**config.mk**
```make
export PLATFORM = sky130hd
export DESIGN_NAME = spi_txn_sequencer_flat
export DESIGN_NICKNAME = d
export VERILOG_FILES = /design/src/rtl/spi_seq_pkg.sv /design/src/rtl/spi_txn_sequencer_if.sv /design/src/rtl/spi_cmd_fifo.sv /design/src/rtl/spi_txn_sequencer.sv /design/src/flat_wrapper.sv
export SDC_FILE = /design/constraint.sdc
export NUM_CORES = 1
export LEC_CHECK = 0
export CAP_MARGIN = 20
export CORE_AREA = 5 5 117 119
export DETAILED_ROUTE_END_ITERATION = 8
export DIE_AREA = 0 0 122 124
export GPL_ROUTABILITY_DRIVEN = 0
export SLEW_MARGIN = 20
export SYNTH_ARGS = -nofsm -noshare
export SYNTH_HDL_FRONTEND = slang
export SYNTH_SLANG_ARGS = --single-unit
```
**constraint.sdc**
```tcl
create_clock -name clk -period 1.8 [get_ports clk]
set_input_delay 0.27 -clock clk [delete_from_list [all_inputs] [get_ports clk]]
set_output_delay 0.27 -clock clk [all_outputs]
set_load 0.02 [all_outputs]
```
**src/rtl/spi_seq_pkg.sv**
```systemverilog
// Shared types for the SPI transaction sequencer: FSM encoding and the
// layout of one queued byte-transfer command.
package spi_seq_pkg;

    typedef enum logic [1:0] {
        ST_IDLE  = 2'd0,
        ST_LOAD  = 2'd1,
        ST_SHIFT = 2'd2,
        ST_DONE  = 2'd3
    } state_e;

    localparam logic [1:0] SLV_NONE = 2'b00;

    typedef struct packed {
        logic [1:0] mode;
        logic [1:0] slave;
        logic [7:0] data;
    } cmd_entry_t;

endpackage

```
**src/rtl/spi_txn_sequencer_if.sv**
```systemverilog
// Command, response and SPI-top signals of the sequencer. The slave modport
// is the sequencer's view; master is the surrounding system's view.
interface spi_txn_sequencer_if;

    logic       cmd_valid;
    logic       cmd_ready;
    logic [7:0] cmd_data;
    logic [1:0] cmd_slave;
    logic [1:0] cmd_mode;

    logic       rsp_valid;
    logic       rsp_ready;
    logic [7:0] rsp_data;
    logic [1:0] rsp_slave;
    logic       rsp_err;

    logic [7:0] spi_min;
    logic [1:0] spi_slaveselct;
    logic [1:0] spi_mode;
    logic       spi_reset;
    logic [7:0] spi_mout;

    modport slave (
        input  cmd_valid, cmd_data, cmd_slave, cmd_mode, rsp_ready, spi_mout,
        output cmd_ready, rsp_valid, rsp_data, rsp_slave, rsp_err,
               spi_min, spi_slaveselct, spi_mode, spi_reset
    );

    modport master (
        output cmd_valid, cmd_data, cmd_slave, cmd_mode, rsp_ready, spi_mout,
        input  cmd_ready, rsp_valid, rsp_data, rsp_slave, rsp_err,
               spi_min, spi_slaveselct, spi_mode, spi_reset
    );

endinterface

```
**src/rtl/spi_cmd_fifo.sv**
```systemverilog
// Synchronous command FIFO. Pointers carry one extra wrap bit so that
// full and empty are distinguishable without a separate occupancy counter.
module spi_cmd_fifo
    import spi_seq_pkg::*;
#(
    parameter int DEPTH = 4
) (
    input  logic       clk,
    input  logic       rst_n,
    input  logic       push_i,
    input  cmd_entry_t wdata_i,
    input  logic       pop_i,
    output cmd_entry_t rdata_o,
    output logic       full_o,
    output logic       empty_o
);

    localparam int AW = $clog2(DEPTH);

    logic [AW:0] wr_ptr_q;
    logic [AW:0] rd_ptr_q;
    cmd_entry_t  mem_q [DEPTH];

    // NOTE: storage has no reset; the pointers alone define which entries are valid.
    always_ff @(posedge clk) begin
        if (push_i) mem_q[wr_ptr_q[AW-1:0]] <= wdata_i;
    end

    // NOTE: non-blocking assignments in clocked logic so every register samples pre-edge values.
    always_ff @(posedge clk or negedge rst_n) begin
        if (!rst_n) begin
            wr_ptr_q <= '0;
            rd_ptr_q <= '0;
        end else begin
            if (push_i) wr_ptr_q <= wr_ptr_q + 1'b1;
            if (pop_i)  rd_ptr_q <= rd_ptr_q + 1'b1;
        end
    end

    assign rdata_o = mem_q[rd_ptr_q[AW-1:0]];
    assign empty_o = (wr_ptr_q == rd_ptr_q);
    assign full_o  = (wr_ptr_q[AW] != rd_ptr_q[AW]) &&
                     (wr_ptr_q[AW-1:0] == rd_ptr_q[AW-1:0]);

endmodule

```
**src/rtl/spi_txn_sequencer.sv**
```systemverilog
// Front end for the 3-slave SPI top: pops queued commands, runs a
// load-then-shift sequence on the SPI inputs and returns the captured byte.
module spi_txn_sequencer
    import spi_seq_pkg::*;
#(
    parameter int DEPTH       = 4,
    parameter int LOAD_CYCLES = 2,
    parameter int XFER_CYCLES = 8
) (
    input  logic                      clk,
    input  logic                      reset,
    spi_txn_sequencer_if.slave        bus,
    output logic                      busy,
    output logic [7:0]                xfer_count
);

    localparam int CNT_MAX = (LOAD_CYCLES > XFER_CYCLES) ? LOAD_CYCLES : XFER_CYCLES;
    localparam int CNT_W   = (CNT_MAX > 1) ? $clog2(CNT_MAX) : 1;
    localparam logic [CNT_W-1:0] LOAD_LAST = CNT_W'(LOAD_CYCLES - 1);
    localparam logic [CNT_W-1:0] XFER_LAST = CNT_W'(XFER_CYCLES - 1);

    state_e           state_q, state_d;
    logic [CNT_W-1:0] cnt_q, cnt_d;
    logic [7:0]       spi_min_q, spi_min_d;
    logic [1:0]       spi_sel_q, spi_sel_d;
    logic [1:0]       spi_mode_q, spi_mode_d;
    logic             spi_reset_q, spi_reset_d;
    logic             rsp_valid_q, rsp_valid_d;
    logic [7:0]       rsp_data_q, rsp_data_d;
    logic [1:0]       rsp_slave_q, rsp_slave_d;
    logic             rsp_err_q, rsp_err_d;
    logic [7:0]       xfer_count_q, xfer_count_d;

    cmd_entry_t push_entry;
    cmd_entry_t head;
    logic       fifo_full;
    logic       fifo_empty;
    logic       push;
    logic       pop;

    assign push_entry = '{mode: bus.cmd_mode, slave: bus.cmd_slave, data: bus.cmd_data};
    assign push       = bus.cmd_valid && bus.cmd_ready;

    spi_cmd_fifo #(.DEPTH(DEPTH)) u_fifo (
        .clk     (clk),
        .rst_n   (reset),
        .push_i  (push),
        .wdata_i (push_entry),
        .pop_i   (pop),
        .rdata_o (head),
        .full_o  (fifo_full),
        .empty_o (fifo_empty)
    );

    // NOTE: every variable gets a default before the case so no latch is inferred.
    always_comb begin
        state_d      = state_q;
        cnt_d        = cnt_q;
        spi_min_d    = spi_min_q;
        spi_sel_d    = spi_sel_q;
        spi_mode_d   = spi_mode_q;
        spi_reset_d  = spi_reset_q;
        rsp_valid_d  = rsp_valid_q;
        rsp_data_d   = rsp_data_q;
        rsp_slave_d  = rsp_slave_q;
        rsp_err_d    = rsp_err_q;
        xfer_count_d = xfer_count_q;
        pop          = 1'b0;

        unique case (state_q)
            ST_IDLE: begin
                spi_reset_d = 1'b1;
                if (!fifo_empty) begin
                    pop = 1'b1;
                    // An illegal slave completes immediately without touching the bus.
                    if (head.slave == SLV_NONE) begin
                        state_d     = ST_DONE;
                        cnt_d       = '0;
                        rsp_valid_d = 1'b1;
                        rsp_data_d  = 8'h00;
                        rsp_slave_d = SLV_NONE;
                        rsp_err_d   = 1'b1;
                    end else begin
                        state_d    = ST_LOAD;
                        cnt_d      = LOAD_LAST;
                        spi_min_d  = head.data;
                        spi_sel_d  = head.slave;
                        spi_mode_d = head.mode;
                    end
                end
            end
            ST_LOAD: begin
                if (cnt_q == '0) begin
                    state_d     = ST_SHIFT;
                    cnt_d       = XFER_LAST;
                    spi_reset_d = 1'b0;
                end else begin
                    cnt_d = cnt_q - 1'b1;
                end
            end
            ST_SHIFT: begin
                if (cnt_q == '0) begin
                    state_d      = ST_DONE;
                    cnt_d        = '0;
                    spi_reset_d  = 1'b1;
                    rsp_valid_d  = 1'b1;
                    rsp_data_d   = bus.spi_mout;
                    rsp_slave_d  = spi_sel_q;
                    rsp_err_d    = 1'b0;
                    xfer_count_d = xfer_count_q + 8'd1;
                end else begin
                    cnt_d = cnt_q - 1'b1;
                end
            end
            ST_DONE: begin
                if (bus.rsp_ready) begin
                    state_d     = ST_IDLE;
                    cnt_d       = '0;
                    rsp_valid_d = 1'b0;
                    spi_sel_d   = SLV_NONE;
                end
            end
            default: state_d = ST_IDLE;
        endcase
    end

    always_ff @(posedge clk or negedge reset) begin
        if (!reset) begin
            state_q      <= ST_IDLE;
            cnt_q        <= '0;
            spi_min_q    <= 8'h00;
            spi_sel_q    <= SLV_NONE;
            spi_mode_q   <= 2'b00;
            spi_reset_q  <= 1'b1;
            rsp_valid_q  <= 1'b0;
            rsp_data_q   <= 8'h00;
            rsp_slave_q  <= 2'b00;
            rsp_err_q    <= 1'b0;
            xfer_count_q <= 8'h00;
        end else begin
            state_q      <= state_d;
            cnt_q        <= cnt_d;
            spi_min_q    <= spi_min_d;
            spi_sel_q    <= spi_sel_d;
            spi_mode_q   <= spi_mode_d;
            spi_reset_q  <= spi_reset_d;
            rsp_valid_q  <= rsp_valid_d;
            rsp_data_q   <= rsp_data_d;
            rsp_slave_q  <= rsp_slave_d;
            rsp_err_q    <= rsp_err_d;
            xfer_count_q <= xfer_count_d;
        end
    end

    assign bus.cmd_ready      = !fifo_full;
    assign bus.rsp_valid      = rsp_valid_q;
    assign bus.rsp_data       = rsp_data_q;
    assign bus.rsp_slave      = rsp_slave_q;
    assign bus.rsp_err        = rsp_err_q;
    assign bus.spi_min        = spi_min_q;
    assign bus.spi_slaveselct = spi_sel_q;
    assign bus.spi_mode       = spi_mode_q;
    assign bus.spi_reset      = spi_reset_q;
    assign busy               = (state_q != ST_IDLE) || !fifo_empty;
    assign xfer_count         = xfer_count_q;

endmodule

```
**src/flat_wrapper.sv**
```systemverilog
// flat-port wrapper written by rule: the top's interface ports become plain ports
module spi_txn_sequencer_flat import spi_seq_pkg::*;
#(
    parameter int DEPTH       = 4,
    parameter int LOAD_CYCLES = 2,
    parameter int XFER_CYCLES = 8
)
  (clk, reset, busy, xfer_count, bus_cmd_valid, bus_cmd_data, bus_cmd_slave, bus_cmd_mode, bus_rsp_ready, bus_spi_mout, bus_cmd_ready, bus_rsp_valid, bus_rsp_data, bus_rsp_slave, bus_rsp_err, bus_spi_min, bus_spi_slaveselct, bus_spi_mode, bus_spi_reset);
  spi_txn_sequencer_if bus_i ();
  input  logic clk;
  input  logic reset;
  output logic busy;
  output logic [7:0] xfer_count;
  input wire logic [$bits(bus_i.cmd_valid)-1:0] bus_cmd_valid;
  input wire logic [$bits(bus_i.cmd_data)-1:0] bus_cmd_data;
  input wire logic [$bits(bus_i.cmd_slave)-1:0] bus_cmd_slave;
  input wire logic [$bits(bus_i.cmd_mode)-1:0] bus_cmd_mode;
  input wire logic [$bits(bus_i.rsp_ready)-1:0] bus_rsp_ready;
  input wire logic [$bits(bus_i.spi_mout)-1:0] bus_spi_mout;
  output wire logic [$bits(bus_i.cmd_ready)-1:0] bus_cmd_ready;
  output wire logic [$bits(bus_i.rsp_valid)-1:0] bus_rsp_valid;
  output wire logic [$bits(bus_i.rsp_data)-1:0] bus_rsp_data;
  output wire logic [$bits(bus_i.rsp_slave)-1:0] bus_rsp_slave;
  output wire logic [$bits(bus_i.rsp_err)-1:0] bus_rsp_err;
  output wire logic [$bits(bus_i.spi_min)-1:0] bus_spi_min;
  output wire logic [$bits(bus_i.spi_slaveselct)-1:0] bus_spi_slaveselct;
  output wire logic [$bits(bus_i.spi_mode)-1:0] bus_spi_mode;
  output wire logic [$bits(bus_i.spi_reset)-1:0] bus_spi_reset;
  assign bus_i.cmd_valid = bus_cmd_valid;
  assign bus_i.cmd_data = bus_cmd_data;
  assign bus_i.cmd_slave = bus_cmd_slave;
  assign bus_i.cmd_mode = bus_cmd_mode;
  assign bus_i.rsp_ready = bus_rsp_ready;
  assign bus_i.spi_mout = bus_spi_mout;
  assign bus_cmd_ready = bus_i.cmd_ready;
  assign bus_rsp_valid = bus_i.rsp_valid;
  assign bus_rsp_data = bus_i.rsp_data;
  assign bus_rsp_slave = bus_i.rsp_slave;
  assign bus_rsp_err = bus_i.rsp_err;
  assign bus_spi_min = bus_i.spi_min;
  assign bus_spi_slaveselct = bus_i.spi_slaveselct;
  assign bus_spi_mode = bus_i.spi_mode;
  assign bus_spi_reset = bus_i.spi_reset;
  spi_txn_sequencer #(.DEPTH(DEPTH), .LOAD_CYCLES(LOAD_CYCLES), .XFER_CYCLES(XFER_CYCLES)) u_core (.clk(clk), .reset(reset), .bus(bus_i), .busy(busy), .xfer_count(xfer_count));
endmodule
```
==> results of run 1 <==
==> per-layer routing <==
metal / vias up / share of wire / track usage
met5: - / 0 / 0
met4: 0 / 0.0098 / 0.0301
met3: 6 / 0.056 / 0.0381
met2: 61 / 0.51 / 0.186
met1: 1190 / 0.42 / 0.129
li1: 1110 / - / -
==> worst reg2reg max path: stages (launching register included) <==
cell	delay, ns
dfrtp_2	0.41
mux4_2	0.57
a311oi_4	0.31
buf_6	0.16
o21ai_2	0.10
a22o_1	0.25
==> stage by stage <==
| step | util | instances | power (mW) | TNS [ns] |
|---|---|---|---|---|
| 6_report | 0.436 | 515 | 10.2 | -1.82 |
| 5_1_grt | 0.436 | 515 | 10.8 | -3.10 |
| 4_1_cts | 0.422 | 509 | 9.78 | -2.80 |
| 3_5_place_dp | 0.392 | 489 | 7.68 | -2.82 |
| 3_3_place_gp | 0.392 | 489 | 7.56 | -1.70 |
| 2_1_floorplan | - | 234 | 5.79 | -1.94 |
==> final timing paths <==
path,slack [ns],cells past startpoint,from,end
max in group asynchronous,1.36,2,reset,u_core.u_fifo.rd_ptr_q[0]
worst max-delay path,-0.12,5,u_core.u_fifo.rd_ptr_q[0],u_core.bus.rsp_data[0]
worst max register to register,-0.12,5,u_core.u_fifo.rd_ptr_q[0],u_core.bus.rsp_data[0]
worst min-delay path,0.01,2,reset,u_core.xfer_count[0]
worst min register to register,0.47,1,u_core.xfer_count[7],u_core.xfer_count[7]
min in group clk,0.47,1,u_core.xfer_count[7],u_core.xfer_count[7]
==> logic make-up after synthesis <==
kind of cell             after synthesis
AO/OA/AOI/OAI                         37
multiplexers                          26
flip-flops                            92
buffers and inverters                 15
XOR/XNOR                              15
adder cells (fa/ha/maj)               11
AND/OR/NAND/NOR                       38
==> layout by cell type (no fill, tap or decap), types with 2 or more instances in the layout <==
| master | instances |
|---|---|
| buf_2 | 3 |
| nand3_1 | 9 |
| mux2_4 | 10 |
| nor2_1 | 6 |
| clkdlybuf4s50_1 | 55 |
| a21oi_1 | 4 |
| buf_12 | 6 |
| nand4_1 | 3 |
| mux4_2 | 12 |
| mux2i_1 | 2 |
| edfxtp_1 | 48 |
| inv_8 | 2 |
| inv_6 | 2 |
| a22o_1 | 10 |
| nand2_1 | 5 |
| xor2_1 | 4 |
| buf_4 | 27 |
| nand4b_1 | 2 |
| clkbuf_16 | 12 |
| a21oi_2 | 2 |
| o21ai_1 | 6 |
| buf_6 | 4 |
| ha_1 | 11 |
| and2_4 | 4 |
| dfrtp_1 | 42 |
| o21ai_0 | 5 |
| inv_1 | 8 |
| xnor2_1 | 9 |
==> cell type report <==
cell class	instances	area (µm²)
clock buffers	9	225
well taps	172	215
inverters	8	30.0
multi-input cells	128	1320
repair buffers	99	1040
clock inverters	7	68.8
fillers	1116	7030
flip-flops and latches	92	2540
==> flip-flops by register name, summed over array words and instances (netlist names), 3 cells and up <==
register	count
u_core.cnt_q	3
u_core.bus.spi_min	8
u_core.u_fifo.mem_q	48
u_core.u_fifo.wr_ptr_q	3
u_core.xfer_count	8
u_core.bus.rsp_data	8
u_core.u_fifo.rd_ptr_q	3
==> power groups by stage <==
| stage | sequential, mW | combinational (mW) | clock, mW |
|---|---|---|---|
| 2_1_floorplan | 3.58 | 2.21 | 0 |
| 3_3_place_gp | 3.29 | 4.27 | 0 |
| 3_5_place_dp | 3.31 | 4.37 | 0 |
| 4_1_cts | 3.29 | 4.61 | 1.88 |
| 5_1_grt | 3.36 | 5.49 | 1.96 |
| 6_report | 3.29 | 5.11 | 1.83 |
==> what timing repair did <==
item / CTS / global route
gates resized for setup: 14 / 25
setup buffers: 3 / 3
pin swaps: 7 / 6
gates cloned: 1 / 4
setup endpoints to repair: 25 / 76
==> run_results.csv, run 1 <==
group,metric,value,unit
worst_setup_path,worst_path_dominant_cell_family,"compound AO/OA/AOI/OAI gates",
logic_synthesis,ys_ff_latch,92,
logic_synthesis,syn-num-nets,269,
worst_setup_path,crit_required,2.02,ns
logic_synthesis,yosysTopAreaCell,"edfxtp_1",
sta,drv_slew,0,
logic_synthesis,syn_area,3810,µm²
sta,finalCriticalPeriod,1.92,ns
logic_synthesis,async_flop_share,0.478,
layout,drive_above_1_share,0.294,
worst_setup_path,critPathLaunchType,"flip-flop",
route,drtAntennaViolNets,0,
worst_setup_path,path_class,"reg -> reg",
sta,slew_headroom,0.621,
worst_setup_path,worst_path_max_delay_cell,"mux4_2",
power_and_ir_drop,power.share.sequential,0.322,
sta,fmax,522,MHz
global_routing,grt_pass1_vias,2461,
logic_synthesis,yosys_warnings,0,
global_routing,grt_pass1_wl,12.7,mm
sta,hold_viol_final,0,
route,drc,0,
floorplan,die-area,15100,µm²
floorplan,fp.dieW,122,µm
place,dp_slack,-0.151,ns
cts,h-tree-depth,3,
cts,clk_latency,0.33,ns
logic_synthesis,synth_fa_ha_area_frac,0.0361,
layout,final_area,5440,µm²
logic_synthesis,synth_xor_area_frac,0.0364,
job,maxCapViolations,0,
logic_synthesis,avgSynthCellArea,16.3,µm²
cts,cts.sinks,92,
outcome,violations,"setup timing",
place,io_buffer_count,58,
logic_synthesis,netlist_instances,234,
cts,clockBufferDepth,2,
route,viasPerCell,4.60,
floorplan,floorplan.initialDensity,0.306,
power_and_ir_drop,powerDensity,1880,nW/µm²
min_path,hold_class,"in -> async",
global_routing,grt_overflow_total,0,
floorplan,core.rowCount,41,
floorplan,ios,59,
logic_synthesis,synth_edf_count,48,
worst_setup_path,critPathMaxFanout,5,
worst_setup_path,path_cells,"mux4_2 -> a311oi_4 -> buf_6 -> o21ai_2 -> a22o_1",
cts,cts-root-buf,"clkbuf_16",
sta,setup_slack,-0.116,ns
worst_setup_path,max_stage_delay,0.57,ns
logic_synthesis,synth.top_cell.area_share,0.378,
layout,antennaDiodeCount,0,
route,routed_wl,8.23,mm
logic_synthesis,ys_seq_area_frac,0.667,
place,placed_area,4890,µm²
power_and_ir_drop,ir_worst_vdd,602,µV
power_and_ir_drop,switchingPower,3.62,mW
logic_synthesis,yosysUniqueCellTypes,44,
cts,cts_buffers,9,
logic_synthesis,synthTopCellsByCount,"edfxtp_1, dfrtp_1, mux4_2",
sta,hold_ws,0.0141,ns
route,dr.pass1.iters,4,
logic_synthesis,yosys_most_used_dff,"edfxtp_1",
floorplan,die_height,124,µm
route,drt-initial-drc-count,96,
sta,rsz0062_at_grt,"true",
logic_synthesis,synth_top_family_by_area,"multiplexers",
layout,area_delta_synth_final,42.6,%
sta,period_share,1.06,
cts,cts_tree,"yes",
logic_synthesis,yosys-top-cells-area,"edfxtp_1, dfrtp_1, mux4_2, ha_1, mux2_1",
sta,setup_viol,22,
place,place.detailed.hpwl,5.54,mm
sta,fin_skew,0.00816,ns
floorplan,core-area,12500,µm²
logic_synthesis,synth_compound_area_frac,0.0719,
worst_setup_path,crit_arrival,2.14,ns
power_and_ir_drop,switching_share,0.354,
power_and_ir_drop,combinationalPowerShare,0.499,
worst_setup_path,cp-end-kind,"flip-flop",
power_and_ir_drop,leakagePower,2.12,nW
logic_synthesis,synth.most_common_cell,"edfxtp_1",
power_and_ir_drop,clockPowerShare,0.179,
logic_synthesis,synth-simple-area-share,0.0568,
power_and_ir_drop,intPower,6.61,mW
global_routing,antenna_found_initial,0,
route,num_vias,2367,
logic_synthesis,synthMuxAreaShare,0.112,
worst_setup_path,cp_num_buf_inv,1,
sta,tightest_slew,0.568,ns
cts,ctsHoldBuffers,0,
global_routing,grt_use_total,0.108,
global_routing,grt_max_degree,45,
route,wl_per_cell,16.0,µm
cts,clk_pin_slew,0.07,ns
outcome,status,"finished with violations",
layout,final_nets,373,
Note: power is estimated with default switching activity, not from simulation.
==> run 2: changes to the inputs <==
ABC_AREA = 1   (was default)
CORE_AREA = 5 5 121 123   (was 5 5 117 119)
DIE_AREA = 0 0 126 128   (was 0 0 122 124)
==> run 2 against run 1 <==
Compared with the run above: synthesized area rose by 5.8%; the run now ends clean; critical path depth fell by 4; sequential power barely moved; final cell count rose by 23%; clock skew barely moved; register-to-register slack improved by 0.30 ns; combinational power fell by 13%; critical endpoint is now bus_spi_reset; non-clock buffer count fell by 16; sequential cell count did not move.
==> run_results.csv, run 2 <==
group,metric,value,unit
worst_setup_path,path_cells,"clkdlybuf4s50_1",
logic_synthesis,yosysUniqueCellTypes,32,
worst_setup_path,reg2reg_slack,0.18,ns
logic_synthesis,synth_xor_area_frac,0.0261,
sta,fin_skew,0.00810,ns
min_path,hold_class,"in -> async",
floorplan,floorplan.initialDensity,0.298,
layout,largest_reg_flops,48,
logic_synthesis,netlist_instances,372,
floorplan,die_height,128,µm
cts,cts_buffers,9,
cts,clockBufferDepth,2,
cts,cts.sinks,92,
outcome,status,"finished, final reports clean",
floorplan,ios,59,
cts,h-tree-depth,3,
worst_setup_path,worst_path_dominant_cell_family,"buffers and inverters",
route,drc,0,
logic_synthesis,syn-num-nets,407,
sta,hold_ws,0.408,ns
floorplan,core-area,13600,µm²
power_and_ir_drop,clockPowerShare,0.194,
route,drt-initial-drc-count,140,
power_and_ir_drop,powerDensity,1820,nW/µm²
logic_synthesis,synth_edf_count,48,
global_routing,grt_pass1_vias,2894,
cts,cts-root-buf,"clkbuf_16",
sta,fmax,579,MHz
route,wl_per_cell,13.1,µm
worst_setup_path,worst_r2r_endpoint,"u_core.u_fifo.mem_q[1][3]",
cts,postCtsSetupBuffers,0,
worst_setup_path,crit_arrival,1.46,ns
layout,final_cell_mix,"nand2_1, clkdlybuf4s50_1, edfxtp_1",
sta,slew_headroom,0.701,
global_routing,grt_overflow_total,0,
sta,finalCriticalPeriod,1.73,ns
worst_setup_path,critPathLaunchType,"flip-flop",
power_and_ir_drop,switchingPower,3.79,mW
layout,drive_above_1_share,0.147,
layout,final_common_cell,"nand2_1",
logic_synthesis,synthMuxAreaShare,0.00279,
logic_synthesis,avgSynthCellArea,10.8,µm²
sta,period_share,0.960,
power_and_ir_drop,ir_worst_vdd,620,µV
sta,drv_slew,0,
logic_synthesis,yosys_warnings,0,
floorplan,fp.dieW,126,µm
cts,clk_latency,0.34,ns
logic_synthesis,yosysTopAreaCell,"edfxtp_1",
global_routing,antenna_found_initial,0,
power_and_ir_drop,combinationalPowerShare,0.465,
job,maxCapViolations,0,
worst_setup_path,crit_required,1.53,ns
floorplan,die-area,16100,µm²
logic_synthesis,async_flop_share,0.478,
worst_setup_path,critPathMaxFanout,2,
place,io_buffer_count,58,
route,num_vias,2802,
logic_synthesis,yosys_most_used_dff,"edfxtp_1",
worst_setup_path,path_class,"reg -> out",
worst_setup_path,worstReg2RegStart,"u_core.u_fifo.rd_ptr_q[0]",
global_routing,grt_pass1_wl,14.3,mm
logic_synthesis,synth_fa_ha_area_frac,0.0341,
place,place.detailed.hpwl,6.08,mm
logic_synthesis,yosys-top-cells-area,"edfxtp_1, dfrtp_1, nand2_1, o21ai_0, ha_1",
sta,setup_viol,0,
route,routed_wl,8.33,mm
logic_synthesis,ys_ff_latch,92,
logic_synthesis,synth.top_cell.area_share,0.357,
layout,final_nets,486,
worst_setup_path,worst_path_max_delay_cell,"clkdlybuf4s50_1",
worst_setup_path,cp_num_buf_inv,1,
power_and_ir_drop,power.share.sequential,0.341,
global_routing,grt_max_degree,26,
worst_setup_path,cp-end-kind,"primary output",
sta,tightest_slew,0.449,ns
route,viasPerCell,4.41,
cts,cts_tree,"yes",
power_and_ir_drop,switching_share,0.395,
worst_setup_path,worst-path-stages,1,
layout,utilization,0.388,
sta,rsz0062_at_grt,"false",
worst_setup_path,rr_worst_depth,7,
logic_synthesis,syn_area,4030,µm²
route,dr.pass1.iters,4,
sta,hold_viol_final,0,
global_routing,grt_use_total,0.111,
layout,area_delta_synth_final,30.5,%
power_and_ir_drop,intPower,5.81,mW
route,drtAntennaViolNets,0,
logic_synthesis,synth_compound_area_frac,0.0689,
power_and_ir_drop,leakagePower,2.22,nW
logic_synthesis,ys_seq_area_frac,0.631,
worst_setup_path,max_stage_delay,0.60,ns
logic_synthesis,synthTopCellsByCount,"nand2_1, edfxtp_1, dfrtp_1",
logic_synthesis,synth_top_family_by_area,"simple AND/OR/NAND/NOR gates",
logic_synthesis,synth.most_common_cell,"nand2_1",
logic_synthesis,synth-simple-area-share,0.192,
layout,antennaDiodeCount,0,
cts,clk_pin_slew,0.06,ns
floorplan,core.rowCount,43,
## run 2: cell count changes after synthesis, sizes merged, moves of 10 or more
cell,change
o22ai,+11
mux4,-12
a22o,-10
nand2,+90
o21ai,+27
nor2,+35
inv,+15
mux2,-11
## run 2: worst max path at each step
| stage | slack [ns] | end | startpoint |
|---|---|---|---|
| 4_1_cts | 0.01 | bus_cmd_ready | u_core.u_fifo.wr_ptr_q[0] |
| 6_report | 0.07 | bus_spi_reset | u_core.bus.spi_reset |
| 2_1_floorplan | -0.07 | u_core.u_fifo.mem_q[1][0] | u_core.u_fifo.rd_ptr_q[2] |
| 3_5_place_dp | 0.05 | busy | u_core.u_fifo.wr_ptr_q[1] |
| 3_3_place_gp | 0.07 | busy | u_core.u_fifo.rd_ptr_q[0] |
| 5_1_grt | 0.01 | busy | u_core.u_fifo.wr_ptr_q[1] |
## run 2: power by group through the flow
stage	Combinational (mW)	Clock (mW)	Sequential (mW)
2_1_floorplan	2.55	0	3.61
3_3_place_gp	4.48	0	3.28
3_5_place_dp	4.55	0	3.31
4_1_cts	4.55	1.93	3.27
5_1_grt	5.05	2.01	3.35
6_report	4.47	1.86	3.27
## run 2: repair_timing
item / 4_1_cts / 5_1_grt
gates resized for setup: 7 / 3
endpoints found under the hold margin: 19 / 0
hold buffers: 1 / 0
setup endpoints to repair: 2 / 15
## run 2: cell families after synthesis
family,count (synthesis)
AOI/OAI and AO/OA,52
and+or+nand+nor,166
adders and majority gates,11
DFF,92
xor gates and xnor gates,12
buffers and inverters,38
muxes,1
## run 2: final cells by class
| cell class | count | area, µm² |
|---|---|---|
| Inverter | 23 | 91.3 |
| Timing Repair Buffer | 83 | 801 |
| Tap cell | 180 | 225 |
| Sequential cell | 92 | 2540 |
| Multi-Input combinational cell | 242 | 1310 |
| Fill cell | 1340 | 8290 |
| Clock buffer | 9 | 225 |
| Clock inverter | 6 | 72.6 |
## run 2: routing by layer
layer | vias up | wire (µm) | track usage
li1 | 1417 | - | -
met1 | 1308 | 3960 | 0.146
met2 | 67 | 3820 | 0.176
met4 | 0 | 108 | 0.0397
met3 | 10 | 432 | 0.0313
met5 | - | 0 | 0
## run 2: through the flow
step	TNS [ns]	cell area, µm²	worst slack (ns)	instances	power [mW]
finish	0	5270	0.0722	635	9.60
global route	0	5270	0.0149	635	10.4
CTS	0	5260	0.0109	635	9.76
detailed placement	0	4960	0.0522	619	7.85
global placement	0	4960	0.0683	619	7.76
floorplan	-2.56	4030	-0.0710	372	6.16
